File: config.mk
export PLATFORM = sky130hd
export DESIGN_NAME = mux_scan_ctrl
export DESIGN_NICKNAME = d
export VERILOG_FILES = /design/src/rtl/mux_scan_pkg.sv /design/src/rtl/mux_scan_ctrl.sv
export SDC_FILE = /design/constraint.sdc
export NUM_CORES = 1
export LEC_CHECK = 0
export CORE_ASPECT_RATIO = 1.1
export CORE_UTILIZATION = 28
export CTS_CLUSTER_SIZE = 40
export DETAILED_ROUTE_END_ITERATION = 10
export GPL_TIMING_DRIVEN = 0
export SYNTH_ARGS = -nofsm -noshare
export SYNTH_HDL_FRONTEND = slang
export SYNTH_SLANG_ARGS = --single-unit
File: constraint.sdc
create_clock -name clk -period 4.48 [get_ports clk]
set_clock_uncertainty 0.05 [all_clocks]
set_input_delay 0.448 -clock clk [delete_from_list [all_inputs] [get_ports clk]]
set_output_delay 0.448 -clock clk [all_outputs]
set_load 0.05 [all_outputs]
File: src/rtl/mux_scan_pkg.sv
// Shared constants and state encoding for the mux scan controller.
package mux_scan_pkg;

    localparam int unsigned NUM_CH = 8;
    localparam int unsigned SEL_W  = 3;
    localparam int unsigned HOLD_W = 4;

    typedef enum logic [1:0] {
        IDLE = 2'd0,
        SCAN = 2'd1,
        DONE = 2'd2
    } state_t;

endpackage : mux_scan_pkg

File: src/rtl/mux_scan_ctrl.sv
// Steps an external 8:1 mux through all channels, samples its output per
// channel and presents the assembled word with a one-cycle valid pulse.
module mux_scan_ctrl
    import mux_scan_pkg::*;
#(
    parameter int unsigned SETTLE = 0
) (
    input  logic             clk,
    input  logic             rst_n,
    input  logic             start,
    input  logic             abort,
    input  logic             mux_y,
    output logic [SEL_W-1:0] sel,
    output logic             busy,
    output logic             valid,
    output logic [NUM_CH-1:0] data
);

    localparam logic [HOLD_W-1:0] HOLD_LAST = HOLD_W'(SETTLE);
    localparam logic [SEL_W-1:0]  SEL_LAST  = SEL_W'(NUM_CH - 1);

    state_t              state;
    logic [HOLD_W-1:0]   hold_cnt;
    logic [NUM_CH-1:0]   sh;
    logic [NUM_CH-1:0]   sh_next;

    // Shadow word with the current channel's sample merged in, so the last
    // channel lands in data on the same edge that valid rises.
    always_comb begin
        sh_next      = sh;
        sh_next[sel] = mux_y;
    end

    // Scan FSM with registered outputs; abort overrides sampling/completion.
    always_ff @(posedge clk or negedge rst_n) begin
        if (!rst_n) begin
            state    <= IDLE;
            sel      <= '0;
            hold_cnt <= '0;
            sh       <= '0;
            data     <= '0;
            busy     <= 1'b0;
            valid    <= 1'b0;
        end else begin
            valid <= 1'b0;
            case (state)
                IDLE, DONE: begin
                    sel      <= '0;
                    hold_cnt <= '0;
                    if (start) begin
                        state <= SCAN;
                        busy  <= 1'b1;
                    end else begin
                        state <= IDLE;
                        busy  <= 1'b0;
                    end
                end
                SCAN: begin
                    if (abort) begin
                        state    <= IDLE;
                        sel      <= '0;
                        hold_cnt <= '0;
                        sh       <= '0;
                        busy     <= 1'b0;
                    end else if (hold_cnt == HOLD_LAST) begin
                        hold_cnt <= '0;
                        sh       <= sh_next;
                        if (sel == SEL_LAST) begin
                            state <= DONE;
                            sel   <= '0;
                            data  <= sh_next;
                            busy  <= 1'b0;
                            valid <= 1'b1;
                        end else begin
                            sel <= sel + SEL_W'(1);
                        end
                    end else begin
                        hold_cnt <= hold_cnt + HOLD_W'(1);
                    end
                end
                default: begin
                    state    <= IDLE;
                    sel      <= '0;
                    hold_cnt <= '0;
                    busy     <= 1'b0;
                end
            endcase
        end
    end

endmodule : mux_scan_ctrl

=== Yosys cells after proc, flatten, opt, wreduce, memory -nomap -nowiden ===
Index checks and enable logic that the tools add are counted.

* Output and inout bits: 13
* Register bits: 27
* Logic and storage cells: 51
* Bits of input ports: 5

* Reduce and logical (&&, ||, !) cells: 8
* Mux-type cells: 26
* Bitwise operators: 1
* Add/sub/neg operators: 2
* Magnitude comparators: 2
* Eq/ne operators: 5

{| class="wikitable"
|+ Operators with widths
! operator !! number
|-
| 2-to-1 mux 8 bit || 2
|-
| 2-to-1 mux 3 bit || 4
|-
| 2-to-1 mux 4 bit || 3
|-
| 2-to-1 mux 1 bit || 10
|-
| bitwise mux 8 bit || 1
|-
| 2-to-1 mux 2 bit || 3
|-
| != test 3 bit (second input constant) || 2
|-
| adder 4 x 1 -> 4 bit (second input constant) || 1
|-
| zero test 4 bit || 1
|-
| < comparator 3 x 4 -> 1 bit (second input constant) || 1
|-
| case mux 2 bit (2 select lines) || 1
|-
| AND reduction 2 bit || 2
|-
| AND reduction 4 bit || 1
|-
| adder 3 x 1 -> 3 bit (second input constant) || 1
|-
| demux 1 bit (select 3 bit) || 1
|-
| equality test 3 bit (second input constant) || 1
|-
| greater-or-equal comparator 3 x 1 -> 1 bit (second input constant) || 1
|-
| equality test 2 x 1 -> 1 bit (second input constant) || 1
|-
| equality test 2 bit (second input constant) || 1
|-
| zero test 2 bit || 1
|-
| case mux 1 bit (2 select lines) || 1
|-
| nonzero test 2 bit || 1
|-
| OR reduction 2 bit || 1
|-
| logical AND 1 bit || 1
|-
| inverter 1 bit || 1
|}

=== Longest topological paths before layout ===
Gate-level depths: netlist of run 1.

* Word-level depth: 7
* Gate-level depth with buffers: 5

=== Worst setup path before layout of run 1 ===
Ideal clock, no wire load.

* Path type: register to register
* From: reg sel[0]
* To: reg data[1]
* Slack: 2619 ps
* Clock period less this slack: 1861 ps
* Stages on the path, launching flop included: 5
* Data arrival time: 1686 ps
* Data required time: 4305 ps
* Path buffers: 1
* Path through: dfrtp_1 buf_2 nor3b_1 mux2_2 mux2_2

* Longest elaborated chain between the ends: 5
* Elaborated cells between the ends (all ways): 8
* Those cells by class: order compare (2); eq/ne (1); mux (3); reduce/logical (2)

{| class="wikitable"
|+ Ends and longest elaborated chain
! what !! RTL line !! text
|-
| from (decl) || mux_scan_ctrl.sv:13 || <nowiki>output logic [SEL_W-1:0] sel,</nowiki>
|-
| from (signal assigned) || mux_scan_ctrl.sv:75 || <nowiki>sel <= sel + SEL_W'(1);</nowiki>
|-
| < comparator 3 x 4 -> 1 bit (not written as such) or greater-or-equal comparator 3 x 1 -> 1 bit (tied branches) || mux_scan_ctrl.sv:31 || <nowiki>sh_next[sel] = mux_y;</nowiki>
|-
| logical AND 1 bit (not written as such) || mux_scan_ctrl.sv:31 ||
|-
| 2-to-1 mux 1 bit (not written as such) || mux_scan_ctrl.sv:31 ||
|-
| demux 1 bit (select 3 bit) || mux_scan_ctrl.sv:31 ||
|-
| bitwise mux 8 bit || mux_scan_ctrl.sv:31 ||
|-
| to (signal assigned) || mux_scan_ctrl.sv:71 || <nowiki>data <= sh_next;</nowiki>
|-
| to (decl) || mux_scan_ctrl.sv:16 || <nowiki>output logic [NUM_CH-1:0] data</nowiki>
|}

Parallel ways exist; a longest one is shown, timed or not.
A chain may end at the register's enable or synchronous reset.

=== Worst setup path in the final report of run 1 ===
* From: reg sel[2]
* To: out sel[2]

No word-level cell between the ends.

==> impl_metrics.json, run 1 <==
{
  "synth_nets": 113,
  "worstHoldPathType": "in2async",
  "end_kind": "output port",
  "critPathTopFamily": "buffers and inverters",
  "grt_max_degree": 27,
  "p_int_w": 0.000383,
  "ff2ff_path_depth": 5,
  "cp_slowest_stage_delay_ns": 0.83,
  "pin_count": 18,
  "area_growth_pct": 24.3,
  "ys_async_sr_fraction_pct": 100,
  "cts_resized": 0,
  "synthesis.instances": 103,
  "path_buf_inv": 1,
  "drc": 0,
  "irDropWorstVdd_mv": 0.166,
  "cp.arrival_ns": 1.50,
  "drv_cap": 0,
  "clockBufferDepth": 2,
  "overflow": 0,
  "grtUsageTotal_pct": 11.4,
  "place_hpwl_um": 1620,
  "first_pass_iters": 4,
  "h-tree-depth": 1,
  "worst_slew_pin_slew_ns": 0.675,
  "path_cells": "clkdlybuf4s50_1",
  "yosysSeqAreaShare_pct": 52.1,
  "tns_ns": 0,
  "fillerInstances": 424,
  "diodes": 0,
  "first_global_vias": 869,
  "num-nets-final": 135,
  "pwr_density_cell_nw_per_um2": 322,
  "insertion_delay_ns": 0.27,
  "initial_core_util_pct": 29.1,
  "gp_congestion": 0.793,
  "fmax_ghz": 0.500,
  "p_clk_share_pct": 39.3,
  "grt_pass1_wl_um": 4220,
  "slew_viol_final": 0,
  "ant_nets": 0,
  "io_buffers": 17,
  "finalNonFillerCells": 178,
  "pwr-share-seq_pct": 48.9,
  "rsz0062_at_grt": "no",
  "path_clk_slew_ns": 0.10,
  "grt_antenna_before_repair": 0,
  "vias": 851,
  "wl_per_cell_um": 12.9,
  "viasPerCell": 4.78,
  "placedCellCount": 174,
  "drive_above_1_share_pct": 14.5,
  "ctsHoldBuffers": 0,
  "syn_area_sq_um": 1250,
  "setup_viol": 0,
  "rows": 25,
  "crit_slowest_cell": "clkdlybuf4s50_1",
  "status": "finished clean",
  "synth_ff_type": "dfrtp_1",
  "die-height_um": 72.0,
  "comb_power_share_pct": 11.8,
  "root_buffer": "clkbuf_8",
  "cts_made_buffers": 3,
  "yosysWarnings": 0,
  "worstSetupPathType": "reg2out",
  "p_sw_share_pct": 23.5,
  "yosys_register_bits": 26,
  "post_cts_buffers": 0,
  "synth_edf_count": 0,
  "worstReg2RegStart": "hold_cnt[0]",
  "cts_tree": "done",
  "hold_viol": 0,
  "fin_crit_ns": 2.00,
  "cts_sinks": 26,
  "drt_iter0_markers": 29,
  "wl_um": 2300,
  "rrSetupSlack_ns": 2.59,
  "leakage_nw": 0.772,
  "synth_cell_type_count": 28,
  "coreArea_sq_um": 4290,
  "die_x_um": 65.7,
  "finalCritPeriodShare_pct": 44.6,
  "synth_area_per_cell_sq_um": 12.1,
  "relSlewSlack_pct": 54.7,
  "p_switching_w": 0.000118,
  "critPathRequiredTime_ns": 3.98,
  "cp_max_fo": 4,
  "die_area_sq_um": 4730,
  "crit_path_start_kind": "register",
  "r2r-end": "sh[0]"
}
## cell type report
| class | count | area [sq um] | share of cell area, % |
|---|---|---|---|
| multi-input combinational | 65 | 549 | 35.4 |
| timing repair buffer | 17 | 165 | 10.6 |
| sequential | 26 | 651 | 41.9 |
| clock inverter | 1 | 30.0 | 1.93 |
| tap | 54 | 67.6 | 4.35 |
| inverter | 9 | 33.8 | 2.18 |
| buffer | 3 | 15.0 | 0.967 |
| clock buffer | 3 | 41.3 | 2.66 |
## power by group through the flow
stage | registers, W | clock network [W] | logic [W]
finish | 0.000245 | 0.000197 | 0.0000589
floorplan | 0.000259 | 0 | 0.0000274
global route | 0.000247 | 0.000211 | 0.0000643
global placement | 0.000249 | 0 | 0.0000589
CTS | 0.000245 | 0.000200 | 0.0000603
detailed placement | 0.000250 | 0 | 0.0000602
## layer usage
metal  share of wire [%]  global-route usage, %  vias to the layer above
met5                   0                      0                        -
met4                 1.3                   5.31                        0
met3                 3.6                   1.89                        4
met2                  50                   18.8                       18
met1                  45                   14.6                      428
li1                    -                      -                      401
## cells in the mapped netlist, drive strengths merged, types with 2 or more instances
master   instances  area [sq um]
dfrtp           26           651
mux2i           10           100
inv              9          33.8
nand2            7          26.3
mux2             6          67.6
ha               5          62.6
nor3b            5          60.1
o2bb2ai          5          43.8
a21oi            3          15.0
a32o             3          30.0
buf              3          15.0
nand3            3          27.5
nand3b           3          22.5
nor2             3          11.3
o21ai            2          10.0
or3b             2          17.5
## cell usage in the layout, fill, tap and decap left out, types with 2 or more instances in the layout
cell type | Yosys | layout
nand3b_1 | 3 | 3
mux2_2 | 6 | 6
ha_1 | 5 | 5
dfrtp_1 | 26 | 26
nor2_1 | 3 | 3
a32o_1 | 3 | 3
nor3b_1 | 3 | 3
inv_1 | 9 | 9
mux2i_1 | 10 | 10
clkbuf_8 | 0 | 3
buf_2 | 3 | 4
o2bb2ai_1 | 5 | 5
clkdlybuf4s50_1 | 0 | 16
a21oi_1 | 3 | 3
nand3_1 | 2 | 2
nand2_1 | 7 | 7
nor3b_4 | 2 | 2
## state kept, by name (all words and copies together) (netlist names)
register,cells
data,8
hold_cnt,4
sel,3
sh,8
state,2
valid,1
## metrics by stage
stage / area [sq um] / utilization (%) / worst slack [ns] / hold WS [ns] / power, W
global placement: 1490 / 34.7 / 2.34 / 0.415 / 0.000308
finish: 1550 / 36.2 / 2.48 / 0.115 / 0.000501
floorplan: 1250 / - / 2.62 / 0.102 / 0.000286
global route: 1550 / 36.2 / 2.41 / 0.166 / 0.000521
CTS: 1560 / 36.4 / 2.46 / 0.446 / 0.000505
detailed placement: 1490 / 34.7 / 2.33 / 0.423 / 0.000310
## cells by family (layout without fill, tap and decap cells)
| group | count (synthesis) | after routing | share of synthesized area, % |
|---|---|---|---|
| xor+xnor | 2 | 2 | 1.40 |
| flops | 26 | 26 | 52.1 |
| simple gates | 28 | 28 | 15.6 |
| buf+inv | 12 | 33 | 3.91 |
| compound gates | 14 | 14 | 8.52 |
| mux | 16 | 16 | 13.4 |
| fa+ha+maj | 5 | 5 | 5.01 |
## worst max path at each step
stage,startpoint,endpoint,slack (ns),cells after the start
2_1_floorplan,sel[0],data[1],2.62,4
3_3_place_gp,abort,data[1],2.34,4
3_5_place_dp,abort,data[0],2.33,4
4_1_cts,sel[2],sel[2],2.46,1
5_1_grt,sel[2],sel[2],2.41,1
6_report,sel[2],sel[2],2.48,1
Note: power is estimated with default switching activity, not from simulation.
==> run 2, diff against run 1 <==
==> constraint.sdc (replaced) <==
create_clock -name clk -period 1.8 [get_ports clk]
set_clock_uncertainty 0.05 [all_clocks]
set_input_delay 0.18 -clock clk [delete_from_list [all_inputs] [get_ports clk]]
set_output_delay 0.18 -clock clk [all_outputs]
set_load 0.05 [all_outputs]
==> run 2 against run 1 <==
  * Total power increased by 130%
  * Routed wire length decreased by 1.2%
  * Register-to-register slack got worse by 2.4 ns
  * Via count decreased by 2.7%
  * Critical path type unchanged
  * Critical endpoint is now busy
  * Largest cell class unchanged
==> impl_metrics.json, run 2 (same netlist as run 1, synthesis figures left out) <==
{
  "status": "finished clean",
  "setup_viol": 0,
  "first_global_vias": 827,
  "cp_slowest_stage_delay_ns": 0.82,
  "die_area_sq_um": 4730,
  "gp_congestion": 0.699,
  "drive_above_1_share_pct": 18.6,
  "first_pass_iters": 4,
  "end_kind": "output port",
  "rsz0062_at_grt": "no",
  "layout_common_cells": "dfrtp_1 (25), clkdlybuf4s50_1 (16), mux2i_1 (10)",
  "cts_sinks": 26,
  "crit_path_start_kind": "register",
  "worst_slew_pin_slew_ns": 1.16,
  "rows": 25,
  "crit_slowest_cell": "clkdlybuf4s50_1",
  "finalNonFillerCells": 183,
  "vias": 828,
  "path_buf_inv": 1,
  "slew_viol_final": 0,
  "diodes": 0,
  "grt_max_degree": 27,
  "overflow": 0,
  "h-tree-depth": 1,
  "worstHoldPathType": "in2reg",
  "critPathTopFamily": "buffers and inverters",
  "root_buffer": "clkbuf_8",
  "insertion_delay_ns": 0.26,
  "reg_top3": "data (8), sh (8), hold_cnt (4)",
  "drt_iter0_markers": 14,
  "area_growth_pct": 27.1,
  "num-nets-final": 140,
  "path_cells": "clkdlybuf4s50_1",
  "worstSetupPathType": "reg2out",
  "ctsHoldBuffers": 0,
  "relSlewSlack_pct": 22.5,
  "hold_viol": 0,
  "pwr_density_cell_nw_per_um2": 712,
  "fmax_ghz": 0.585,
  "pin_count": 18,
  "leakage_nw": 0.804,
  "irDropWorstVdd_mv": 0.321,
  "finalCritPeriodShare_pct": 95.0,
  "placedCellCount": 174,
  "path_clk_slew_ns": 0.09,
  "ant_nets": 0,
  "drc": 0,
  "cts_made_buffers": 3,
  "cp_max_fo": 5,
  "viasPerCell": 4.52,
  "coreArea_sq_um": 4290,
  "io_buffers": 17,
  "wl_um": 2270,
  "clockBufferDepth": 2,
  "drv_cap": 0,
  "p_total_w": 0.00113,
  "die_x_um": 65.7,
  "grt_pass1_wl_um": 4010,
  "die-height_um": 72.0,
  "tns_ns": 0,
  "fin_crit_ns": 1.71,
  "final_common_cell": "dfrtp_1",
  "cts_tree": "done",
  "initial_core_util_pct": 29.1,
  "critPathRequiredTime_ns": 1.57,
  "wl_per_cell_um": 12.4,
  "grtUsageTotal_pct": 11.0,
  "whs_ns": 0.411,
  "cp.arrival_ns": 1.48,
  "grt_antenna_before_repair": 0,
  "place_hpwl_um": 1640
}
[run 2: path summary, 6_finish.rpt]
kind                                   from     endpoint  slack [ns]  cells past startpoint
worst min-delay path                  start     state[0]        0.41                      3
worst max register to register  hold_cnt[0]       sel[0]        0.14                      5
worst min register to register  hold_cnt[0]  hold_cnt[0]        0.44                      1
max in group asynchronous             rst_n       sel[0]        0.45                      1
min in group asynchronous             rst_n      data[5]        0.48                      1
worst max-delay path               state[0]         busy        0.09                      1
[run 2: layer usage]
metal | vias up | GRT usage [%] | routed length [um]
met5 | - | 0 | 0
met1 | 398 | 15.8 | 1150
met4 | 0 | 3.62 | 24
met3 | 4 | 1.42 | 49
met2 | 10 | 17.0 | 1050
li1 | 416 | - | -
[run 2: metrics by stage]
| step | instance area, sq um | setup WS [ns] | util (%) |
|---|---|---|---|
| global route | 1590 | 0.0436 | 37.0 |
| detailed placement | 1490 | -0.0710 | 34.7 |
| finish | 1590 | 0.0906 | 37.0 |
| floorplan | 1250 | 0.00706 | - |
| global placement | 1490 | -0.0474 | 34.7 |
| CTS | 1570 | 0.0663 | 36.5 |
[run 2: area by class of cell]
type	instances	area, sq um
Clock buffer	4	55.1
Sequential cell	26	652
Timing Repair Buffer	22	210
Multi-Input combinational cell	65	553
Fill cell	422	2700
Inverter	9	33.8
Tap cell	54	67.6
Buffer	3	15.0
[run 2: report_power, final]
| part | switching, W | internal (W) | leakage (nW) | total [W] |
|---|---|---|---|---|
| clock | 0.000177 | 0.000195 | 0.0288 | 0.000372 |
| sequential | 0.0000102 | 0.000599 | 0.332 | 0.000610 |
| combinational | 0.0000904 | 0.0000579 | 0.444 | 0.000148 |
| total | 0.000277 | 0.000853 | 0.804 | 0.00113 |
[run 2: what timing repair did]
| item | in CTS | in global routing |
|---|---|---|
| setup endpoints to repair | 6 | 6 |
| gates resized for setup | 0 | 2 |
| setup buffers | 3 | 2 |
| endpoints found under the hold margin | 0 | 0 |
[run 2: worst reg2reg max path, cell delays in order (launching register included)]
cell     delay, ns
dfrtp_1       0.41
inv_1         0.07
ha_1          0.16
or3b_1        0.42
or3_1         0.33
a21oi_1       0.14
